## src/rtl/time_of_day_counter_if.sv

```systemverilog
// Bundle of the time-of-day counter's tick, control, load and display signals.
// The master side drives pulse/control/load fields; the slave side is the counter.
interface time_of_day_counter_if;
  logic       puls_1;
  logic       run;
  logic       load;
  logic [7:0] load_hour;
  logic [7:0] load_min;
  logic [7:0] load_sec;
  logic       load_pm;
  logic [7:0] hour_bcd;
  logic [7:0] min_bcd;
  logic [7:0] sec_bcd;
  logic       pm;
  logic       min_carry;
  logic       hour_carry;
  logic       day_carry;
  logic       load_err;

  modport master (
    output puls_1, run, load, load_hour, load_min, load_sec, load_pm,
    input  hour_bcd, min_bcd, sec_bcd, pm, min_carry, hour_carry, day_carry, load_err
  );

  modport slave (
    input  puls_1, run, load, load_hour, load_min, load_sec, load_pm,
    output hour_bcd, min_bcd, sec_bcd, pm, min_carry, hour_carry, day_carry, load_err
  );
endinterface

```

## src/rtl/time_of_day_counter.sv

```systemverilog
// Packed-BCD hh:mm:ss counter advanced by rising edges of the one-second pulse,
// with a validated time load, run/pause control and registered rollover strobes.
module time_of_day_counter #(
  parameter int HOUR_MODE = 24
) (
  input logic                  clk,
  input logic                  rst_n,
  time_of_day_counter_if.slave bus
);

  localparam logic [7:0] HOUR_RST = (HOUR_MODE == 12) ? 8'h12 : 8'h00;

  logic       puls_q;
  logic [7:0] hour_q, hour_d;
  logic [7:0] min_q, min_d;
  logic [7:0] sec_q, sec_d;
  logic       pm_q, pm_d;
  logic       min_carry_q, min_carry_d;
  logic       hour_carry_q, hour_carry_d;
  logic       day_carry_q, day_carry_d;
  logic       load_err_q, load_err_d;
  logic       tick;
  logic       load_ok;

  function automatic logic [7:0] bcd_inc(input logic [7:0] v);
    if (v[3:0] == 4'd9) return {v[7:4] + 4'd1, 4'd0};
    return {v[7:4], v[3:0] + 4'd1};
  endfunction

  function automatic logic sexa_ok(input logic [7:0] v);
    return (v[3:0] <= 4'd9) && (v[7:4] <= 4'd5);
  endfunction

  // Packed BCD with units <= 9 compares correctly as a plain byte.
  function automatic logic hour_ok(input logic [7:0] v);
    if (v[3:0] > 4'd9) return 1'b0;
    if (HOUR_MODE == 12) return (v >= 8'h01) && (v <= 8'h12);
    return v <= 8'h23;
  endfunction

  assign tick    = bus.puls_1 & ~puls_q;
  assign load_ok = hour_ok(bus.load_hour) && sexa_ok(bus.load_min) && sexa_ok(bus.load_sec);

  always_comb begin
    hour_d       = hour_q;
    min_d        = min_q;
    sec_d        = sec_q;
    pm_d         = pm_q;
    min_carry_d  = 1'b0;
    hour_carry_d = 1'b0;
    day_carry_d  = 1'b0;
    load_err_d   = 1'b0;
    if (bus.load) begin
      if (load_ok) begin
        hour_d = bus.load_hour;
        min_d  = bus.load_min;
        sec_d  = bus.load_sec;
        pm_d   = (HOUR_MODE == 12) ? bus.load_pm : 1'b0;
      end else begin
        load_err_d = 1'b1;
      end
    end else if (tick && bus.run) begin
      if (sec_q != 8'h59) begin
        sec_d = bcd_inc(sec_q);
      end else begin
        sec_d       = 8'h00;
        min_carry_d = 1'b1;
        if (min_q != 8'h59) begin
          min_d = bcd_inc(min_q);
        end else begin
          min_d        = 8'h00;
          hour_carry_d = 1'b1;
          if (HOUR_MODE == 12) begin
            // The day ends when the 11->12 step takes PM back to AM.
            if (hour_q == 8'h12) begin
              hour_d = 8'h01;
            end else begin
              hour_d = bcd_inc(hour_q);
              if (hour_q == 8'h11) begin
                pm_d        = ~pm_q;
                day_carry_d = pm_q;
              end
            end
          end else if (hour_q == 8'h23) begin
            hour_d      = 8'h00;
            day_carry_d = 1'b1;
          end else begin
            hour_d = bcd_inc(hour_q);
          end
        end
      end
    end
  end

  // Edge detector resets high so a pulse already asserted at reset release is ignored.
  always_ff @(posedge clk or negedge rst_n) begin
    if (!rst_n) begin
      puls_q       <= 1'b1;
      hour_q       <= HOUR_RST;
      min_q        <= 8'h00;
      sec_q        <= 8'h00;
      pm_q         <= 1'b0;
      min_carry_q  <= 1'b0;
      hour_carry_q <= 1'b0;
      day_carry_q  <= 1'b0;
      load_err_q   <= 1'b0;
    end else begin
      puls_q       <= bus.puls_1;
      hour_q       <= hour_d;
      min_q        <= min_d;
      sec_q        <= sec_d;
      pm_q         <= pm_d;
      min_carry_q  <= min_carry_d;
      hour_carry_q <= hour_carry_d;
      day_carry_q  <= day_carry_d;
      load_err_q   <= load_err_d;
    end
  end

  assign bus.hour_bcd   = hour_q;
  assign bus.min_bcd    = min_q;
  assign bus.sec_bcd    = sec_q;
  assign bus.pm         = pm_q;
  assign bus.min_carry  = min_carry_q;
  assign bus.hour_carry = hour_carry_q;
  assign bus.day_carry  = day_carry_q;
  assign bus.load_err   = load_err_q;

endmodule

```

## src/flat_wrapper.sv

```systemverilog
// flat-port wrapper written by rule: the top's interface ports become plain ports
module time_of_day_counter_flat 
#(
  parameter int HOUR_MODE = 24
)
  (clk, rst_n, bus_puls_1, bus_run, bus_load, bus_load_hour, bus_load_min, bus_load_sec, bus_load_pm, bus_hour_bcd, bus_min_bcd, bus_sec_bcd, bus_pm, bus_min_carry, bus_hour_carry, bus_day_carry, bus_load_err);
  time_of_day_counter_if bus_i ();
  input logic clk;
  input logic rst_n;
  input wire logic [$bits(bus_i.puls_1)-1:0] bus_puls_1;
  input wire logic [$bits(bus_i.run)-1:0] bus_run;
  input wire logic [$bits(bus_i.load)-1:0] bus_load;
  input wire logic [$bits(bus_i.load_hour)-1:0] bus_load_hour;
  input wire logic [$bits(bus_i.load_min)-1:0] bus_load_min;
  input wire logic [$bits(bus_i.load_sec)-1:0] bus_load_sec;
  input wire logic [$bits(bus_i.load_pm)-1:0] bus_load_pm;
  output wire logic [$bits(bus_i.hour_bcd)-1:0] bus_hour_bcd;
  output wire logic [$bits(bus_i.min_bcd)-1:0] bus_min_bcd;
  output wire logic [$bits(bus_i.sec_bcd)-1:0] bus_sec_bcd;
  output wire logic [$bits(bus_i.pm)-1:0] bus_pm;
  output wire logic [$bits(bus_i.min_carry)-1:0] bus_min_carry;
  output wire logic [$bits(bus_i.hour_carry)-1:0] bus_hour_carry;
  output wire logic [$bits(bus_i.day_carry)-1:0] bus_day_carry;
  output wire logic [$bits(bus_i.load_err)-1:0] bus_load_err;
  assign bus_i.puls_1 = bus_puls_1;
  assign bus_i.run = bus_run;
  assign bus_i.load = bus_load;
  assign bus_i.load_hour = bus_load_hour;
  assign bus_i.load_min = bus_load_min;
  assign bus_i.load_sec = bus_load_sec;
  assign bus_i.load_pm = bus_load_pm;
  assign bus_hour_bcd = bus_i.hour_bcd;
  assign bus_min_bcd = bus_i.min_bcd;
  assign bus_sec_bcd = bus_i.sec_bcd;
  assign bus_pm = bus_i.pm;
  assign bus_min_carry = bus_i.min_carry;
  assign bus_hour_carry = bus_i.hour_carry;
  assign bus_day_carry = bus_i.day_carry;
  assign bus_load_err = bus_i.load_err;
  time_of_day_counter #(.HOUR_MODE(HOUR_MODE)) u_core (.clk(clk), .rst_n(rst_n), .bus(bus_i));
endmodule
```

## config.mk

```make
export PLATFORM = sky130hd
export DESIGN_NAME = time_of_day_counter_flat
export DESIGN_NICKNAME = d
export VERILOG_FILES = /design/src/rtl/time_of_day_counter_if.sv /design/src/rtl/time_of_day_counter.sv /design/src/flat_wrapper.sv
export SDC_FILE = /design/constraint.sdc
export NUM_CORES = 1
export LEC_CHECK = 0
export BUFFER_PORTS_ARGS = -buffer_cell sky130_fd_sc_hd__buf_2
export CELL_PAD_IN_SITES_DETAIL_PLACEMENT = 1
export CELL_PAD_IN_SITES_GLOBAL_PLACEMENT = 2
export CORE_MARGIN = 4
export CORE_UTILIZATION = 29
export CTS_CLUSTER_SIZE = 14
export DETAILED_ROUTE_END_ITERATION = 6
export HOLD_SLACK_MARGIN = 0.15
export PLACE_DENSITY_LB_ADDON = 0.1
export REMOVE_ABC_BUFFERS = 1
export SYNTH_ARGS = -nofsm -noshare
export SYNTH_HDL_FRONTEND = slang
export SYNTH_SLANG_ARGS = --single-unit
```

## constraint.sdc

```tcl
create_clock -name clk -period 2.3 [get_ports clk]
set_input_delay 0.46 -clock clk [delete_from_list [all_inputs] [get_ports clk]]
set_output_delay 0.46 -clock clk [all_outputs]
set_load 0.005 [all_outputs]
```

# Word-level counts from Yosys, hierarchy flattened
# Cells that the tools add are included.
# totals
inputBits	30
wordCells	102
output_inout_bits	29
ff_bits	29
# classes
reduce_logical	13
magnitude_cmp	6
addsub	6
n_mux	53
n_eq_ne	11
bitwise	2
# op_table
op	count
$mux 8	21
$mux 1	32
$add 4x1->4 const B	6
$ne 8x7->1 const B	2
$eq 4x4->1 const B	3
$eq 8x6->1 const B	1
$le 4x3->1 const B	2
$le 4x4->1 const B	2
$le 8x6->1 const B	1
$reduce_and 4->1	2
$ne 3x3->1 const B	2
$reduce_and 3->1	2
$logic_and 1x1->1	5
$reduce_and 5->1	1
$gt 4x4->1 const B	1
$ne 2x2->1 const B	2
$reduce_bool 3->1	1
$ne 2x1->1 const B	1
$reduce_and 2->1	1
$reduce_bool 2->1	1
$and 1x1->1	1
$not 1->1	1

# Longest topological paths before layout
# logic_depth
word_depth	13
depth_mapped	8
mapped_depth_nobuf	7

# Worst setup path before layout
# No wires, ideal clock.
# synth_timing
kind	input port to flip-flop
start	in bus_load_hour[6]
end	reg u_core.hour_q[0] (netlist: u_core.bus.hour_bcd[0])
path_stages	5
t_arrival_ns	1.845
setup_slack_ns	0.330
n_path_buf	0
cell_sequence	or4_4 > nand4b_4 > o21ai_4 > nand2_4 > mux2_4
# synth_via
elab_chain_len	6
# synth_rtl
item	line_no	source
start, declared	flat_wrapper.sv:13	input wire logic [$bits(bus_i.load_hour)-1:0] bus_load_hour;
$le 8x6->1	time_of_day_counter.sv:38	return v <= 8'h23;
$mux 1	time_of_day_counter.sv:37	if (HOUR_MODE == 12) return (v >= 8'h01) && (v <= 8'h12);
$logic_and 1x1->1 (2 in series)	time_of_day_counter.sv:42	assign load_ok = hour_ok(bus.load_hour) && sexa_ok(bus.load_min) && sexa_ok(bus.load_sec);
$ne 2x1->1 (no source line)	n/a	
$reduce_and 4->1 (no source line)	n/a	
end signal, assigned	time_of_day_counter.sv:109	hour_q <= hour_d;
end, declared	time_of_day_counter.sv:14	logic [7:0] hour_q, hour_d;
# No other way between the ends.
# A chain may end at the register's enable or synchronous reset.

# Worst setup path in the final report
# layout_timing
start	reg u_core.hour_q[4] (netlist: u_core.bus.hour_bcd[4])
end	reg u_core.hour_q[4] (netlist: u_core.bus.hour_bcd[4])
# layout_via
elab_chain_len	8
elab_cells_between_ends	11
cone_classes	1 x add/sub; 1 x eq/ne; 7 x mux; 2 x reduce/logical
# layout_rtl
item	line_no	source
$add 4x1->4	time_of_day_counter.sv:26	if (v[3:0] == 4'd9) return {v[7:4] + 4'd1, 4'd0};
$mux 8	time_of_day_counter.sv:26	
$mux 8	time_of_day_counter.sv:27	return {v[7:4], v[3:0] + 4'd1};
$mux 8	time_of_day_counter.sv:84	end else if (hour_q == 8'h23) begin
$mux 8	time_of_day_counter.sv:68	if (min_q != 8'h59) begin
$mux 8	time_of_day_counter.sv:63	if (sec_q != 8'h59) begin
$mux 8	time_of_day_counter.sv:62	end else if (tick && bus.run) begin
$mux 8	time_of_day_counter.sv:53	if (bus.load) begin
# Several ways; a longest one is shown, not always the timed one. The select of a mux whose other input is x is not followed.

==> impl_metrics.tcl <==
set metrics [dict create \
    synth_top_cell_by_area "dfrtp_1" \
    min_period_ps 2110 \
    ff2ff_path_depth 7 \
    r2r_end "u_core.bus.hour_bcd[4]" \
    relSlewSlack 0.542 \
    grt_max_degree 30 \
    die_y_um 88.2 \
    cts_num_sinks 29 \
    vias 1799 \
    grt_pass1_vias 1854 \
    dr.pass1.iters 4 \
    r2r_start "u_core.bus.hour_bcd[4]" \
    port_buffers 56 \
    vias_per_cell 5.10 \
    cp.arrival_ps 2270 \
    clock_skew_ps 6.69 \
    die_area_um2 7780 \
    slowest_delay_ps 530 \
    avgSynthCellArea_um2 8.97 \
    hold_path_class "primary input to async pin" \
    ys_ff_latch 29 \
    async_flop_share 1.00 \
    slowest_stage "or4b_1" \
    ys_types 46 \
    synthMuxAreaShare 0.0315 \
    n_antenna_cell 0 \
    crit_path_end_kind "flop" \
    clkTransAtPathRegs_ps 70 \
    final_nets 319 \
    totalWireLength_um 5740 \
    synth_edf_count 0 \
    clock_latency_ps 270 \
    drc 0 \
    syn_inst 208 \
    worst_ep_required_time_ps 2450 \
    cts_inserted_buffers 5 \
    root_buffer "clkbuf_8" \
    busiest_layer "met2" \
    synth_top_area_frac 0.376 \
    io_pins 59 \
    cap_violations 0 \
    final-hold-violation-count 0 \
    drive_gt1_frac 0.302 \
    grt_first_pass_wirelength_um 9370 \
    startpoint_type "flop" \
    use_met1 0.218 \
    wl_per_cell_um 16.3 \
    post-cts-setup-buffers 0 \
    final_util 0.393 \
    p_leak_nw 1.19 \
    globalRouteTotalUtil 0.157 \
    fmax_ghz 0.473 \
    die_w_um 88.2 \
    path_cells "inv_1, ha_1, or4b_1, o211ai_2, and2_1, nand2_1, mux2i_1" \
    use_met2 0.249 \
    worstPathMaxFanout 5 \
    slew_viol_final 0 \
    gp_congestion 0.783 \
    syn-cell-area_um2 1870 \
    cts_tree "done" \
    core_area_um2 6100 \
    power_mw 1.30 \
    synthSimpleGateAreaFrac 0.228 \
    ys_seq_area_frac 0.390 \
    fin_crit_sh 0.919 \
    rows 28 \
    synthXorXnorAreaFrac 0 \
    clockBufferDepth 2 \
    criticalPathCategory "flop to flop" \
    synth_top_family_by_area "compound AO/OA/AOI/OAI gates" \
    r2r_setup_slack_ps 190 \
    overflow 0 \
    start_util 0.306 \
    antenna_found_initial 0 \
    cellPowerDensity_nw_per_um2 542 \
    synth_compound_area_frac 0.231 \
    status "completed" \
    use_met3 0.0405 \
    synthAdderAreaFrac 0.0805 \
    synth_area_leaders "dfrtp_1, ha_1, o21ai_0" \
    rsz0062_at_grt "false" \
    synth_commonest_cells "dfrtp_1, o21ai_0, a21oi_1, nand2_1, nor2_1" \
    tightest_slew_ps 688 \
    hold_ws_ps 220 \
    ys_warn_count 0 \
    ir_drop_mv 0.213 \
    synth.most_common_cell "dfrtp_1" \
    synth_ff_type "dfrtp_1" \
    finalSetupViolCount 0 \
    cts-htree-levels 2 \
    ant_nets 0 \
    drt_iter0_drc 84 \
    dpl.hpwl_um 4430 \
    fill_cells 771 \
    area_growth_pct 28.3 \
]
-- worst max-delay path, delay by kind of cell (launching register included) --
| kind | cells | cell delay (ps) |
|---|---|---|
| buffers and inverters | 1 | 120 |
| multiplexers | 1 | 130 |
| AO/OA/AOI/OAI | 1 | 250 |
| flip-flops | 1 | 420 |
| AND/OR/NAND/NOR | 3 | 910 |
| adder cells (fa/ha/maj) | 1 | 160 |
-- how the worst max path moves through the flow --
stage          cells after the start                   start                      to  slack, ps
2_1_floorplan                      5        bus_load_hour[6]   u_core.bus.sec_bcd[5]        -30
5_1_grt                            7  u_core.bus.hour_bcd[4]  u_core.bus.hour_bcd[4]         10
4_1_cts                            7  u_core.bus.hour_bcd[4]  u_core.bus.hour_bcd[4]        160
3_3_place_gp                       6        bus_load_hour[6]  u_core.bus.hour_bcd[1]         80
6_report                           7  u_core.bus.hour_bcd[4]  u_core.bus.hour_bcd[4]        190
3_5_place_dp                       6        bus_load_hour[6]  u_core.bus.hour_bcd[1]         70
-- report_power, final --
part / switching (mW) / internal [mW] / total, mW
clock network: 0.191 / 0.215 / 0.406
registers: 0.0618 / 0.556 / 0.618
logic: 0.142 / 0.132 / 0.274
-- stage by stage --
step / setup TNS [ps] / instance area (um^2) / setup slack, ps / cells
after floorplan: -29.5 / 1830 / -29.5 / 199
after global placement: 0 / 2310 / 80.3 / 345
after detailed placement: 0 / 2310 / 71.0 / 345
after CTS: 0 / 2390 / 164 / 353
after global routing: 0 / 2390 / 13.3 / 353
final: 0 / 2390 / 187 / 353
-- cells in the final DEF (no fill, tap or decap), types with 5 or more instances in the layout --
cell and instances:
ha_1 12, nand3_1 10, nor2_1 14, dfrtp_1 28, buf_4 15, inv_1 8
nor3b_1 5, nor3_1 5, clkbuf_8 5, a21oi_1 20, buf_2 56, o21ai_0 27
nand2_1 17
-- area by class of cell --
type	count	area, um^2	area share
multi-input combinational	162	1070	0.447
sequential	29	727	0.304
timing repair buffer	71	393	0.164
tap	75	93.8	0.0392
clock buffer	8	80.1	0.0335
inverter	8	30.0	0.0125
-- layer usage --
layer | part of all wire | wire length (um)
met1 | 0.49 | 2800
met2 | 0.46 | 2620
met3 | 0.051 | 294
met4 | 0.0040 | 23
met5 | 0 | 0
-- registers in the layout, indices dropped and copies added, names as in the netlist --
register / flops
u_core.bus.hour_bcd: 8
u_core.bus.min_bcd: 8
u_core.bus.sec_bcd: 8
u_core.bus.day_carry: 1
u_core.bus.hour_carry: 1
u_core.bus.load_err: 1
u_core.bus.min_carry: 1
u_core.puls_q: 1
-- kinds of logic after synthesis --
logic type               count (synthesis)
adder cells (fa/ha/maj)                 12
multiplexers                             5
flip-flops                              29
buffers and inverters                   17
AND/OR/NAND/NOR                         74
other                                    1
AO/OA/AOI/OAI                           70
-- repair_timing --
item / in CTS / in global routing
gates resized for setup: 0 / 1
setup endpoints to repair: 0 / 1
hold buffers: 0 / 0
endpoints found under the hold margin: 0 / 0
Power figures use the tool's default switching activity.
